`config.mk`:
```
export PLATFORM = sky130hd
export DESIGN_NAME = multicycle_main_ctrl
export DESIGN_NICKNAME = d
export VERILOG_FILES = /design/src/rtl/multicycle_main_ctrl.sv
export SDC_FILE = /design/constraint.sdc
export NUM_CORES = 1
export LEC_CHECK = 0
export CORE_MARGIN = 2
export CORE_UTILIZATION = 37
export DETAILED_ROUTE_END_ITERATION = 7
export GPL_TIMING_DRIVEN = 0
export PLACE_DENSITY = 0.78
export SYNTH_ARGS = -nofsm -noshare
export SYNTH_HDL_FRONTEND = slang
export SYNTH_SLANG_ARGS = --single-unit
```
`constraint.sdc`:
```
create_clock -name clk -period 1.6 [get_ports clk]
set_input_delay 0.32 -clock clk [delete_from_list [all_inputs] [get_ports clk]]
set_output_delay 0.32 -clock clk [all_outputs]
set_load 0.01 [all_outputs]
```
`src/rtl/multicycle_main_ctrl.sv`:
```
// multicycle_main_ctrl: multicycle RISC-V main control FSM driving datapath enables, mux selects and ALUop.
// Defining CTRL_ILLEGAL_TRAP_EN adds a sticky TRAP state for illegal opcodes.
module multicycle_main_ctrl (
   input  logic       clk,
   input  logic       rst_n,
   input  logic [6:0] op,
   input  logic [2:0] funct3,
   input  logic       zero,
   output logic [1:0] ALUop,
   output logic [1:0] ALUSrcA,
   output logic [1:0] ALUSrcB,
   output logic [1:0] ResultSrc,
   output logic [1:0] ImmSrc,
   output logic       AdrSrc,
   output logic       IRWrite,
   output logic       PCWrite,
   output logic       MemWrite,
   output logic       RegWrite,
   output logic       illegal
);
   localparam logic [3:0] S_FETCH    = 4'd0;
   localparam logic [3:0] S_DECODE   = 4'd1;
   localparam logic [3:0] S_MEMADR   = 4'd2;
   localparam logic [3:0] S_MEMREAD  = 4'd3;
   localparam logic [3:0] S_MEMWB    = 4'd4;
   localparam logic [3:0] S_MEMWRITE = 4'd5;
   localparam logic [3:0] S_EXECR    = 4'd6;
   localparam logic [3:0] S_EXECI    = 4'd7;
   localparam logic [3:0] S_ALUWB    = 4'd8;
   localparam logic [3:0] S_BRANCH   = 4'd9;
   localparam logic [3:0] S_JAL      = 4'd10;
   localparam logic [3:0] S_JALR     = 4'd11;
   localparam logic [3:0] S_JALRLINK = 4'd12;
`ifdef CTRL_ILLEGAL_TRAP_EN
   localparam logic [3:0] S_TRAP     = 4'd13;
`endif

   logic [3:0] state_q, state_d;
   logic       pc_update, branch, ir_w, mem_w, reg_w;
   logic       unused_funct3;

   assign unused_funct3 = ^funct3[2:1];

   always_ff @(posedge clk or negedge rst_n)
      if (!rst_n) state_q <= S_FETCH;
      else        state_q <= state_d;

   always_comb begin
      state_d = S_FETCH;
      case (state_q)
         S_FETCH:    state_d = S_DECODE;
         S_DECODE:
            case (op)
               7'b0000011, 7'b0100011: state_d = S_MEMADR;
               7'b0110011:             state_d = S_EXECR;
               7'b0010011:             state_d = S_EXECI;
               7'b1100011:             state_d = S_BRANCH;
               7'b1101111:             state_d = S_JAL;
               7'b1100111:             state_d = S_JALR;
`ifdef CTRL_ILLEGAL_TRAP_EN
               default:                state_d = S_TRAP;
`else
               default:                state_d = S_FETCH;
`endif
            endcase
         S_MEMADR:   state_d = op[5] ? S_MEMWRITE : S_MEMREAD;
         S_MEMREAD:  state_d = S_MEMWB;
         S_EXECR:    state_d = S_ALUWB;
         S_EXECI:    state_d = S_ALUWB;
         S_JAL:      state_d = S_ALUWB;
         S_JALR:     state_d = S_JALRLINK;
         S_JALRLINK: state_d = S_ALUWB;
`ifdef CTRL_ILLEGAL_TRAP_EN
         S_TRAP:     state_d = S_TRAP;
`endif
         default:    state_d = S_FETCH;
      endcase
   end

   always_comb begin
      ALUop     = 2'b00;
      ALUSrcA   = 2'b00;
      ALUSrcB   = 2'b00;
      ResultSrc = 2'b00;
      AdrSrc    = 1'b0;
      pc_update = 1'b0;
      branch    = 1'b0;
      ir_w      = 1'b0;
      mem_w     = 1'b0;
      reg_w     = 1'b0;
      case (state_q)
         S_FETCH:    begin ALUSrcB = 2'b10; ResultSrc = 2'b10; ir_w = 1'b1; pc_update = 1'b1; end
         S_DECODE:   begin ALUSrcA = 2'b01; ALUSrcB = 2'b01; end
         S_MEMADR:   begin ALUSrcA = 2'b10; ALUSrcB = 2'b01; end
         S_MEMREAD:  AdrSrc = 1'b1;
         S_MEMWB:    begin ResultSrc = 2'b01; reg_w = 1'b1; end
         S_MEMWRITE: begin AdrSrc = 1'b1; mem_w = 1'b1; end
         S_EXECR:    begin ALUSrcA = 2'b10; ALUop = 2'b10; end
         S_EXECI:    begin ALUSrcA = 2'b10; ALUSrcB = 2'b01; ALUop = 2'b10; end
         S_ALUWB:    reg_w = 1'b1;
         S_BRANCH:   begin ALUSrcA = 2'b10; ALUop = 2'b01; branch = 1'b1; end
         S_JAL:      begin ALUSrcA = 2'b01; ALUSrcB = 2'b10; pc_update = 1'b1; end
         S_JALR:     begin ALUSrcA = 2'b10; ALUSrcB = 2'b01; ResultSrc = 2'b10; pc_update = 1'b1; end
         S_JALRLINK: begin ALUSrcA = 2'b01; ALUSrcB = 2'b10; end
         default:    ;
      endcase
   end

   assign ImmSrc = (op == 7'b0100011) ? 2'b01 :
                   (op == 7'b1100011) ? 2'b10 :
                   (op == 7'b1101111) ? 2'b11 : 2'b00;

   // Enables are gated by rst_n so that asserting reset stops any write in the same cycle.
   assign IRWrite  = rst_n & ir_w;
   assign PCWrite  = rst_n & (pc_update | (branch & (zero ^ funct3[0])));
   assign MemWrite = rst_n & mem_w;
   assign RegWrite = rst_n & reg_w;
`ifdef CTRL_ILLEGAL_TRAP_EN
   assign illegal  = rst_n & (state_q == S_TRAP);
`else
   assign illegal  = 1'b0;
`endif
endmodule

```
* After elaboration in Yosys (flattened, before gate mapping)
Index checks and enable logic that the tools add are counted.
W data, S select, Z words.
** Word-level totals
- Input port bits :: 13
- RAM bits :: 0
- Bits in registers :: 4
- Latch bits :: 0
- Memories kept :: 0
- Output and inout bits :: 16
- Logic and storage cells :: 55
- Memory bits (read-only) :: 0
** Cells by class
- Add/subtract/negate cells :: 0
- Reduce and logical (&&, ||, !) cells :: 12
- Bitwise logic cells :: 7
- Divide/modulo/power cells :: 0
- $lt $le $gt $ge :: 0
- Multipliers :: 0
- Shift-type cells :: 0
- Multiplexer cells :: 16
- Equal/unequal tests :: 19
** Operator list (number)
- $pmux W4 S6 :: 2
- $eq A7 B7 Y1 const B :: 3
- $eq A4 B4 Y1 const B :: 5
- $eq A4 B3 Y1 const B :: 4
- $pmux W2 S2 :: 4
- $eq A7 B6 Y1 const B :: 2
- $reduce_or A2 Y1 :: 5
- $reduce_or A3 Y1 :: 3
- $eq A4 B2 Y1 const B :: 2
- $reduce_or A4 Y1 :: 2
- $eq A7 B2 Y1 const B :: 1
- $eq A7 B5 Y1 const B :: 1
- $mux W1 :: 6
- $mux W2 :: 3
- $and A1 B1 Y1 :: 5
- $reduce_or A5 Y1 :: 1
- $eq A4 B1 Y1 const B :: 1
- $logic_not A4 Y1 :: 1
- $mux W3 :: 1
- $or A1 B1 Y1 :: 1
- $xor A1 B1 Y1 :: 1

* Depth between registers and ports, before layout
Gate-level depths: netlist (run 1).
- Depth in word-level cells :: 5
- Depth in mapped cells :: 4

* Worst setup path after synthesis (run 1)
Ideal clock, no wire load.
- Path kind :: register -> output
- Start point :: register state_q[3]
- End point :: output port ALUSrcB[1]
- Path buffers :: 1
- Stages on the path, launching flop included :: 5
- Arrival time :: 1.145 ns
- Data required time :: 1.280 ns
- Path slack :: 0.135 ns
- Cells stage by stage :: dfrtp_1 > buf_6 > nor2b_1 > or3_1 > a21oi_1
** Between the ends
- Longest elaborated chain between the ends :: 3
** Ends and longest elaborated chain
- start, declared :: RTL line 38 : logic [3:0] state_q, state_d;
- start signal, assigned :: RTL line 46 : else state_q <= state_d;
- $eq A4 B1 Y1 (tied with other cells) :: RTL line 91 : case (state_q)
- $reduce_or A4 Y1 (no line) or $reduce_or A3 Y1 (tied branches)
- $pmux W2 S2 (*) :: RTL line 91
- end, declared :: RTL line 11 : output logic [1:0] ALUSrcB,
Mark *: on every way between the ends. The rest lies on a longest branch, timed or not.

* Final worst setup path (run 1)
- Start point :: register state_q[1]
- End point :: output port ALUop[1]
** Between the ends
- Longest elaborated chain between the ends :: 3
** Ends and longest elaborated chain
- $eq A4 B3 Y1 :: RTL line 91
- $reduce_or A2 Y1 (no line)
- $pmux W2 S2 (*) :: RTL line 91
- end, declared :: RTL line 9 : output logic [1:0] ALUop,
Marked as above.

==> results of run 1 <==
per-stage QoR:
stage | total power, mW | hold slack (ps) | utilization | instance area [um2]
finish | 0.811 | 61.1 | 0.753 | 980
global route | 0.856 | 80.5 | 0.753 | 980
CTS | 0.761 | 62.7 | 0.719 | 936
detailed placement | 0.608 | 585 | 0.598 | 778
global placement | 0.597 | 576 | 0.598 | 778
floorplan | 0.380 | 24.4 | - | 509
worst max-delay path: stages (launching register included):
cell	delay, ps
dfrtp_1	380
nor2b_4	210
and2_1	130
clkdlybuf4s50_1	520
final timing paths:
check,slack [ps],endpoint,cells past startpoint,startpoint
setup / recovery,-200,ALUop[1],3,state_q[1]
hold / removal,60,state_q[0],1,rst_n
setup reg to reg,130,state_q[3],6,state_q[3]
hold reg to reg,650,state_q[2],2,state_q[2]
max in group asynchronous,1290,state_q[2],1,rst_n
min in group clk,460,state_q[0],3,op[3]
layer usage:
| layer | up-vias | track usage |
|---|---|---|
| met4 | 0 | 0.137 |
| met3 | 4 | 0.0163 |
| li1 | 338 | - |
| met1 | 328 | 0.276 |
| met5 | - | 0 |
| met2 | 27 | 0.434 |
cells in the mapped netlist (2+ instances only):
| cell type | count |
|---|---|
| dfrtp_1 | 4 |
| inv_1 | 2 |
| nand3_1 | 3 |
| and2_1 | 2 |
| nand2_1 | 6 |
| nor2b_1 | 5 |
| buf_2 | 2 |
| buf_4 | 2 |
| and3_1 | 4 |
| nor4bb_1 | 2 |
| nor2_1 | 4 |
| a21oi_1 | 5 |
| o21ai_0 | 3 |
| nor3_1 | 5 |
| xnor2_1 | 2 |
| nand2b_1 | 2 |
timing repair:
| action | in CTS | in global routing |
|---|---|---|
| resized for setup | 95 | 20 |
| pin swaps | 10 | 7 |
| hold buffers | 0 | 0 |
| buffers inserted | 15 | 0 |
| setup endpoints to repair | 15 | 14 |
power by group:
group          switching [mW]  leakage (nW)  internal [mW]  total [mW]
logic                   0.297         0.429          0.248       0.544
registers              0.0175        0.0517          0.119       0.136
clock network          0.0461        0.0138         0.0842       0.130
logic make-up after synthesis:
group	synth area share
AOI/OAI and AO/OA	0.184
xor gates and xnor gates	0.0516
buffers and inverters	0.0860
DFF	0.197
other	0.00736
and+or+nand+nor	0.474
area by class of cell:
type	instances	area, um2
Tap cell	15	18.8
Timing Repair Buffer	40	280
Sequential cell	4	101
Buffer	5	56.3
Multi-Input combinational cell	59	489
Fill cell	98	322
Clock buffer	3	22.5
Inverter	2	11.3
==> impl_results.md, run 1 <==
* 1st-pass router iterations at 4
* Worst-path clk slew at 40 ps
* Hold WC Path Type: in2async
* Sequential fraction of the synthesis area at 0.197
* H-tree depth at 1
* Mean number of vias per cell at 5.45
* Worst Path Required at 1280 ps
* Area Growth Syn to Fin at 92.4%
* Synthesis-stage register bit count at 4
* Largest net degree at the start of global routing at 11
* P per Cell Area at 827 mW/mm2
* Post-DP HPWL at 1050 um
* Total grt overflow at 0
* Number of synthesized flops with an enable pin at 0
* First-pass GRT wire length at 2660 um
* Layout net count at 128
* RSZ-0062 raised after global routing: true
* Vias in the first global route at 659
* I/O pin total at 29
* LEAKAGE at 0.494 nW
* Largest regs: state_q x4
* Final Worst Setup Slack at -205 ps
* DR top layer: met4
* Longest Clk Path Bufs at 2
* WL met1 at 768 um
* Max Clock Freq at 0.554 GHz
* Crit start category: flop
* Pre-CTS setup slack at -720 ps
* Die H at 41.1 um
* Final ANT Viol Nets at 0
* Crit path kind: reg2out
* DRT Wirelength at 1850 um
* Slew Limit Fails at 0
* Core ar. at 0.00130 mm2
* Failing checks: setup timing
* Final Hold Fails at 0
* Yosys warning total at 0
* Most frequent cells in the layout: buf_4, buf_2, dlygate4sd2_1, buf_6, nand2_1
* Setup TNS at -1330 ps
* Root buf cell: clkbuf_4
* Post-synth top flop: dfrtp_1
* Cell count after synthesis at 70
* Fin Clk Skew at 5.67 ps
* Drc violations at 0
* Number of max-cap violations at 0
* CTS tree: yes
* Mapped Nets at 83
* IO Port Bufs at 25
* Layout Cells excl Fill at 128
* GPL Wtd Cong at 0.789
* Initial antenna violation count at 0
* Initial Util at 0.391
* Vias after detailed routing at 697
* GRT Resource Usage Total at 0.241
* Crit share post-route at 1.13
* Peak VDD IR at 0.527 mV
* Crit path max fanout at 4
* Die X at 41.1 um
* Crit end category: output port
* Placed cells at 110
* Die area at 0.00169 mm2
* Post-synth top area cell: dfrtp_1
* Top reg by flops: state_q
* Synthesized area per cell at 7.27 um2
* Synth top area cells: dfrtp_1, nor2b_1, a21oi_1
* # diodes at 0
* DR iter-0 viols at 10
* CTS buffer count at 3
* Ratio of cells with drive above 1 in the final layout at 0.549
* # rows at 13
* Post-Syn Area at 509 um2
* Final setup vio count at 12
* Yosys cell types at 33
* Total clock sinks at 4
* Clock Latency Late Sink at 240 ps
* Period minus WS final at 1800 ps
* Status: finished with violations
* Max reg flops at 4
* Post-synth ARST share at 1.00
* Worst EP arrival at 1480 ps
* Met3 routed WL at 93 um
* Metal2 WL at 958 um
* Routed WL per cell at 14.5 um
* Post-synth top area share at 0.197
(Power assumes the default switching activity.)
==> run 2, diff against run 1 <==
--- a/config.mk
+++ b/config.mk
@@ -6,10 +6,10 @@
 export NUM_CORES = 1
 export LEC_CHECK = 0
 export CORE_MARGIN = 2
-export CORE_UTILIZATION = 37
+export CORE_UTILIZATION = 33
 export DETAILED_ROUTE_END_ITERATION = 7
 export GPL_TIMING_DRIVEN = 0
-export PLACE_DENSITY = 0.78
+export PLACE_DENSITY = 0.74
 export SYNTH_ARGS = -nofsm -noshare
 export SYNTH_HDL_FRONTEND = slang
 export SYNTH_SLANG_ARGS = --single-unit
==> constraint.sdc (replaced) <==
create_clock -name clk -period 1.5 [get_ports clk]
set_input_delay 0.3 -clock clk [delete_from_list [all_inputs] [get_ports clk]]
set_output_delay 0.3 -clock clk [all_outputs]
set_load 0.01 [all_outputs]
==> run 2 against run 1 <==
  * The run still ends with setup timing left
  * Clock power up 13%
  * Critical path type unchanged
  * Via count grew 15%
  * Highest routed layer unchanged
  * Sequential power is 9.6% higher
  * Cell area up 23%
==> impl_results.md, run 2 (synthesis gave the netlist of run 1 again) <==
* Status: finished with violations
* Failing checks: setup timing
* Final core occ at 0.817 (+0.0643)
* Initial Util at 0.346 (-0.0453)
* Commonest non-fill, non-tap cell in the layout: buf_4
* DR iter-0 viols at 25 (+15)
* Most Used Layer, Global Route: met2
* Ratio of cells with drive above 1 in the final layout at 0.688 (+0.139)
* Final ANT Viol Nets at 0 (unchanged)
* Longest Clk Path Bufs at 2 (unchanged)
* Period minus WS final at 1820 ps
* P per Cell Area at 1000 mW/mm2 (+21%)
* CP max stage cell: dfrtp_1
* Vias in the first global route at 747 (+13%)
* Fin Clk Skew at 8.46 ps (+2.80 ps)
* IO Port Bufs at 25 (unchanged)
* Setup TNS at -2230 ps (-905 ps)
* H-tree depth at 1 (unchanged)
* GPL Wtd Cong at 0.809 (+2.6%)
* CP peak stage delay at 410 ps (-110 ps)
* Worst-path clk slew at 40 ps (about the same)
* Number of max-cap violations at 0 (unchanged)
* Slew Limit Fails at 0 (unchanged)
* Pre-CTS setup slack at -775 ps (-55.5 ps)
* Worst EP arrival at 1520 ps (+40 ps)
* Core ar. at 0.00147 mm2 (+13%)
* Most frequent cells in the layout: buf_4, buf_6, buf_2, dlygate4sd2_1
* Crit end category: output port
* GR Layer Usage met2 at 0.412 (-0.0217)
* Met3 GRT Util at 0.0383 (+0.0220)
* Routing usage on met1 at 0.225 (-0.0512)
* Worst Path Required at 1200 ps (-80 ps)
* Post-DP HPWL at 1050 um (about the same)
* Final Hold Fails at 0 (unchanged)
* Area Growth Syn to Fin at 136%
* Largest regs: state_q x4
* Die area at 0.00187 mm2 (+11%)
* Vias after detailed routing at 800 (+15%)
* Hold WC Path Type: in2async
* Max Clock Freq at 0.549 GHz
* Largest net degree at the start of global routing at 11 (unchanged)
* Total grt overflow at 0 (unchanged)
* Clock Latency Late Sink at 250 ps (about the same)
* WP buf/inv at 2 (+1)
* CTS tree: yes
* # diodes at 0 (unchanged)
* Total clock sinks at 4 (unchanged)
* Max reg flops at 4 (unchanged)
* Final setup vio count at 13 (+1)
* First-pass GRT wire length at 3130 um (+18%)
* 1st-pass router iterations at 4 (unchanged)
* Layout net count at 143 (+12%)
* Crit share post-route at 1.21
* Final Worst Setup Slack at -321 ps (-116 ps)
* Initial antenna violation count at 0 (unchanged)
* Crit path max fanout at 5 (+1)
* Delay-heaviest family, CP: simple AND/OR/NAND/NOR gates
* LEAKAGE at 0.592 nW (+20%)
* Mean number of vias per cell at 5.56 (+2.0%)
* Root buf cell: clkbuf_4
* Crit path kind: reg2out
* Peak VDD IR at 0.699 mV (+33%)
* Crit start category: flop
* # rows at 14 (+1)
* RSZ-0062 raised after global routing: true
* CTS buffer count at 3 (unchanged)
* Die X at 43.3 um (+5.3%)
* DRT Wirelength at 2380 um (+29%)
* GRT Resource Usage Total at 0.222 (-0.0187)
* Drc violations at 0 (unchanged)
* I/O pin total at 29 (unchanged)
* CP cell instances: buf_6 > nor2b_4 > or3_1 > a21oi_1 > buf_2
* Top reg by flops: state_q
* Die H at 43.3 um (+5.3%)
* Routed WL per cell at 16.5 um (+14%)
## run 2: cell types whose count changed in the layout (fill, tap and decap cells not counted), sizes merged
cell	delta
clkbuf	-1
dlygate4sd2	-1
clkinvlp	-1
inv	+1
buf	+17
## run 2: area by class of cell
type | count | area [um2]
multi-input combinational | 59 | 551
timing repair buffer | 55 | 438
fill | 93 | 269
sequential | 4 | 103
buffer | 5 | 56.3
clock buffer | 3 | 22.5
tap | 16 | 20.0
inverter | 2 | 12.5
## run 2: worst paths after layout
| kind | cells after the start | slack, ps | start | end |
|---|---|---|---|---|
| min in group clk | 3 | 460 | op[3] | state_q[0] |
| worst max-delay path | 5 | -320 | state_q[3] | ALUSrcB[1] |
| worst max register to register | 6 | 60 | state_q[3] | state_q[3] |
| worst min-delay path | 1 | 40 | rst_n | state_q[0] |
| worst min register to register | 3 | 770 | state_q[0] | state_q[0] |
| max in group asynchronous | 1 | 1190 | rst_n | state_q[1] |
## run 2: repair_timing
action / CTS / global route
pin swaps: 6 / 10
hold buffers: 0 / 0
buffers inserted: 17 / 14
hold endpoints to repair: 0 / 0
setup endpoints to repair: 15 / 16
gates resized for setup: 101 / 43
## run 2: worst reg2reg max path, stage by stage (launching register included)
cell,delay [ps]
dfrtp_1,410
buf_6,150
buf_6,120
xor2_4,180
buf_4,140
a22oi_2,200
o41ai_2,110
## run 2: report_power, final
| part | total, mW | internal [mW] | switching [mW] |
|---|---|---|---|
| Sequential | 0.149 | 0.127 | 0.0223 |
| Clock | 0.147 | 0.0903 | 0.0566 |
| Combinational | 0.907 | 0.480 | 0.427 |
## run 2: layer usage
metal | routed length [um] | vias up
li1 | - | 371
met5 | 0 | -
met3 | 181 | 2
met2 | 1260 | 51
met4 | 13 | 0
met1 | 921 | 376
## run 2: metrics by stage
| stage | cells | total power, mW | hold WS (ps) | area [um2] |
|---|---|---|---|---|
| CTS | 131 | 0.839 | 36.1 | 965 |
| detailed placement | 111 | 0.651 | 557 | 779 |
| finish | 144 | 1.20 | 39.3 | 1200 |
| floorplan | 70 | 0.406 | 4.41 | 509 |
| global route | 144 | 1.26 | 65.2 | 1200 |
| global placement | 111 | 0.638 | 556 | 779 |
==> run 3, diff against run 2 <==
--- a/config.mk
+++ b/config.mk
@@ -5,11 +5,11 @@
 export SDC_FILE = /design/constraint.sdc
 export NUM_CORES = 1
 export LEC_CHECK = 0
-export CORE_MARGIN = 2
 export CORE_UTILIZATION = 33
 export DETAILED_ROUTE_END_ITERATION = 7
 export GPL_TIMING_DRIVEN = 0
 export PLACE_DENSITY = 0.74
+export SLEW_MARGIN = 15
 export SYNTH_ARGS = -nofsm -noshare
 export SYNTH_HDL_FRONTEND = slang
 export SYNTH_SLANG_ARGS = --single-unit
==> run 3 against run 2 <==
  * Largest power group unchanged
  * The run still ends with setup timing left
  * Clock-buffer cell count is the same
  * Sequential share of layout area is 1.3 points higher
  * First-iteration DRC count fell by 56%
==> impl_results.md, run 3 (synthesis gave the netlist of run 1 again) <==
* Vias in the first global route at 544 (-27%)
* Layout Cell Area excl Fill at 0.00104 mm2 (-14%)
* Longest Clk Path Bufs at 2 (unchanged)
* Ratio of cells with drive above 1 in the final layout at 0.593 (-0.0940)
* Routed WL per cell at 14.4 um (-13%)
* Number of max-cap violations at 0 (unchanged)
* H-tree depth at 1 (unchanged)
* Final Worst Setup Slack at -345 ps (-23.7 ps)
* Initial Util at 0.373 (+0.0266)
* Most Used Layer, Global Route: met2
* Final Hold Fails at 0 (unchanged)
* Core ar. at 0.00137 mm2 (-7.1%)
* WHS at 51.3 ps (+12.1 ps)
* Hold WC Path Type: in2async
* Period minus WS final at 1840 ps (+23.7 ps)
* # diodes at 0 (unchanged)
* DP Area at 778 um2 (-0.16%)
* Met3 GRT Util at 0.0489 (+0.0106)
* Largest net degree at the start of global routing at 11 (unchanged)
* Die area at 0.00170 mm2 (-9.0%)
* Max reg flops at 4 (unchanged)
* Crit share post-route at 1.23 (+0.0158)
* Fin Clk Skew at 8.42 ps (-0.0401 ps)
* CTS tree: yes
* Area Growth Syn to Fin at 104%
* Reg area at 103 um2 (unchanged)
* Worst Path Required at 1200 ps (about the same)
* Initial antenna violation count at 0 (unchanged)
* I/O pin total at 29 (unchanged)
* # rows at 13 (-1)
* Failing checks: setup timing
* Largest regs: state_q x4
* Final setup vio count at 12 (-1)
* CTS buffer count at 3 (unchanged)
* GRT Resource Usage Total at 0.229 (+0.00622)
* Vias after detailed routing at 748 (-6.5%)
* First-pass GRT wire length at 2380 um (-24%)
* Worst EP arrival at 1540 ps (+20 ps)
* Crit path max fanout at 4 (-1)
* Total clock sinks at 4 (unchanged)
* IO Port Bufs at 25 (unchanged)
* DR iter-0 viols at 11 (-56%)
* Crit end category: output port
* R2R depth at 6 (unchanged)
* RSZ-0062 raised after global routing: true
* Clock Latency Late Sink at 240 ps (about the same)
* Max Clock Freq at 0.542 GHz (-1.3%)
* Top reg by flops: state_q
* Drc violations at 0 (unchanged)
* Routing usage on met1 at 0.259 (+0.0338)
* Most frequent cells in the layout: buf_4, buf_2, buf_6
* Setup TNS at -2740 ps (-505 ps)
* P per Cell Area at 895 mW/mm2 (-11%)
* Pre-CTS setup slack at -775 ps (+0.811 ps)
* LEAKAGE at 0.533 nW (-10%)
* 1st-pass router iterations at 4 (unchanged)
* # fillers at 106 (+14%)
* Final ANT Viol Nets at 0 (unchanged)
* Mean number of vias per cell at 5.42 (-2.4%)
* Status: finished with violations
* Reg-to-Reg End: state_q[3]
* Post-DP HPWL at 999 um (-4.9%)
* Total grt overflow at 0 (unchanged)
* Root buf cell: clkbuf_4
* GPL Wtd Cong at 0.820 (+1.3%)
* Crit start category: flop
* Multi-input gate area at 465 um2 (-15%)
* Die H at 41.3 um (-4.6%)
* Crit path kind: reg2out
* GR Layer Usage met2 at 0.395 (-0.0174)
* Setup slack, reg-to-reg at 50 ps (about the same)
* Origin of the critical flop-to-flop path: state_q[3]
* Die X at 41.3 um (-4.6%)
* Commonest non-fill, non-tap cell in the layout: buf_4
* Layout net count at 138 (-3.5%)
* Slew Limit Fails at 0 (unchanged)
* DRT Wirelength at 1990 um (-16%)
* Peak VDD IR at 0.589 mV (-16%)
* Worst-path clk slew at 40 ps (about the same)
==> run 3: cell types whose count changed in the layout (fill, tap and decap cells not counted), moves of 2 or more <==
| cell | previous run | this run |
|---|---|---|
| nand2_1 | 3 | 5 |
| buf_2 | 12 | 16 |
| nand2b_1 | 0 | 2 |
| nand2b_4 | 2 | 0 |
| a21oi_2 | 2 | 0 |
| nor3_4 | 3 | 1 |
| buf_6 | 17 | 10 |
| nor3_2 | 1 | 4 |
| clkbuf_2 | 3 | 1 |
| a21oi_1 | 3 | 5 |
==> run 3: critical path, cell delays in order (launching register included) <==
cell     delay (ps)
dfrtp_2         400
buf_6           120
nor2b_4         120
or3_1           370
a21oi_1         150
buf_2           150
==> run 3: how the worst max path moves through the flow <==
| stage | end | slack, ps | startpoint |
|---|---|---|---|
| after floorplan | ALUSrcB[1] | 60 | state_q[3] |
| after global placement | ImmSrc[0] | -770 | op[2] |
| after detailed placement | ImmSrc[0] | -770 | op[2] |
| after CTS | ALUSrcB[1] | -300 | state_q[3] |
| after global routing | ResultSrc[1] | -430 | state_q[3] |
| final | ALUSrcB[1] | -340 | state_q[3] |
==> run 3: power by group <==
group	switching (mW)	total (mW)	internal (mW)
Clock	0.0455	0.135	0.0896
Sequential	0.0236	0.150	0.127
Combinational	0.331	0.646	0.314
==> run 3: per-stage QoR <==
step	utilization	instances	total power, mW
6_report	0.761	138	0.931
5_1_grt	0.761	138	1.00
4_1_cts	0.700	130	0.831
3_5_place_dp	0.570	110	0.649
3_3_place_gp	0.570	110	0.639
2_1_floorplan	-	70	0.406
==> run 3: repair_timing <==
item | in CTS | in global routing
resized for setup | 102 | 20
hold buffers | 0 | 0
setup endpoints to repair | 15 | 14
buffers inserted | 16 | 8
pin swaps | 9 | 10
gates cloned | 1 | 0
==> run 3: per-layer routing <==
metal  part of all wire  routed length [um]
met5                  0                   0
met4              0.013                  25
met3              0.066                 132
met2               0.50                1000
met1               0.42                 829
==> run 3: final cells by class <==
| type | count | share of cell area |
|---|---|---|
| Multi-Input combinational cell | 59 | 0.448 |
| Timing Repair Buffer | 50 | 0.353 |
| Sequential cell | 4 | 0.0987 |
| Buffer | 5 | 0.0505 |
| Clock buffer | 3 | 0.0217 |
| Tap cell | 15 | 0.0181 |
| Inverter | 2 | 0.0108 |
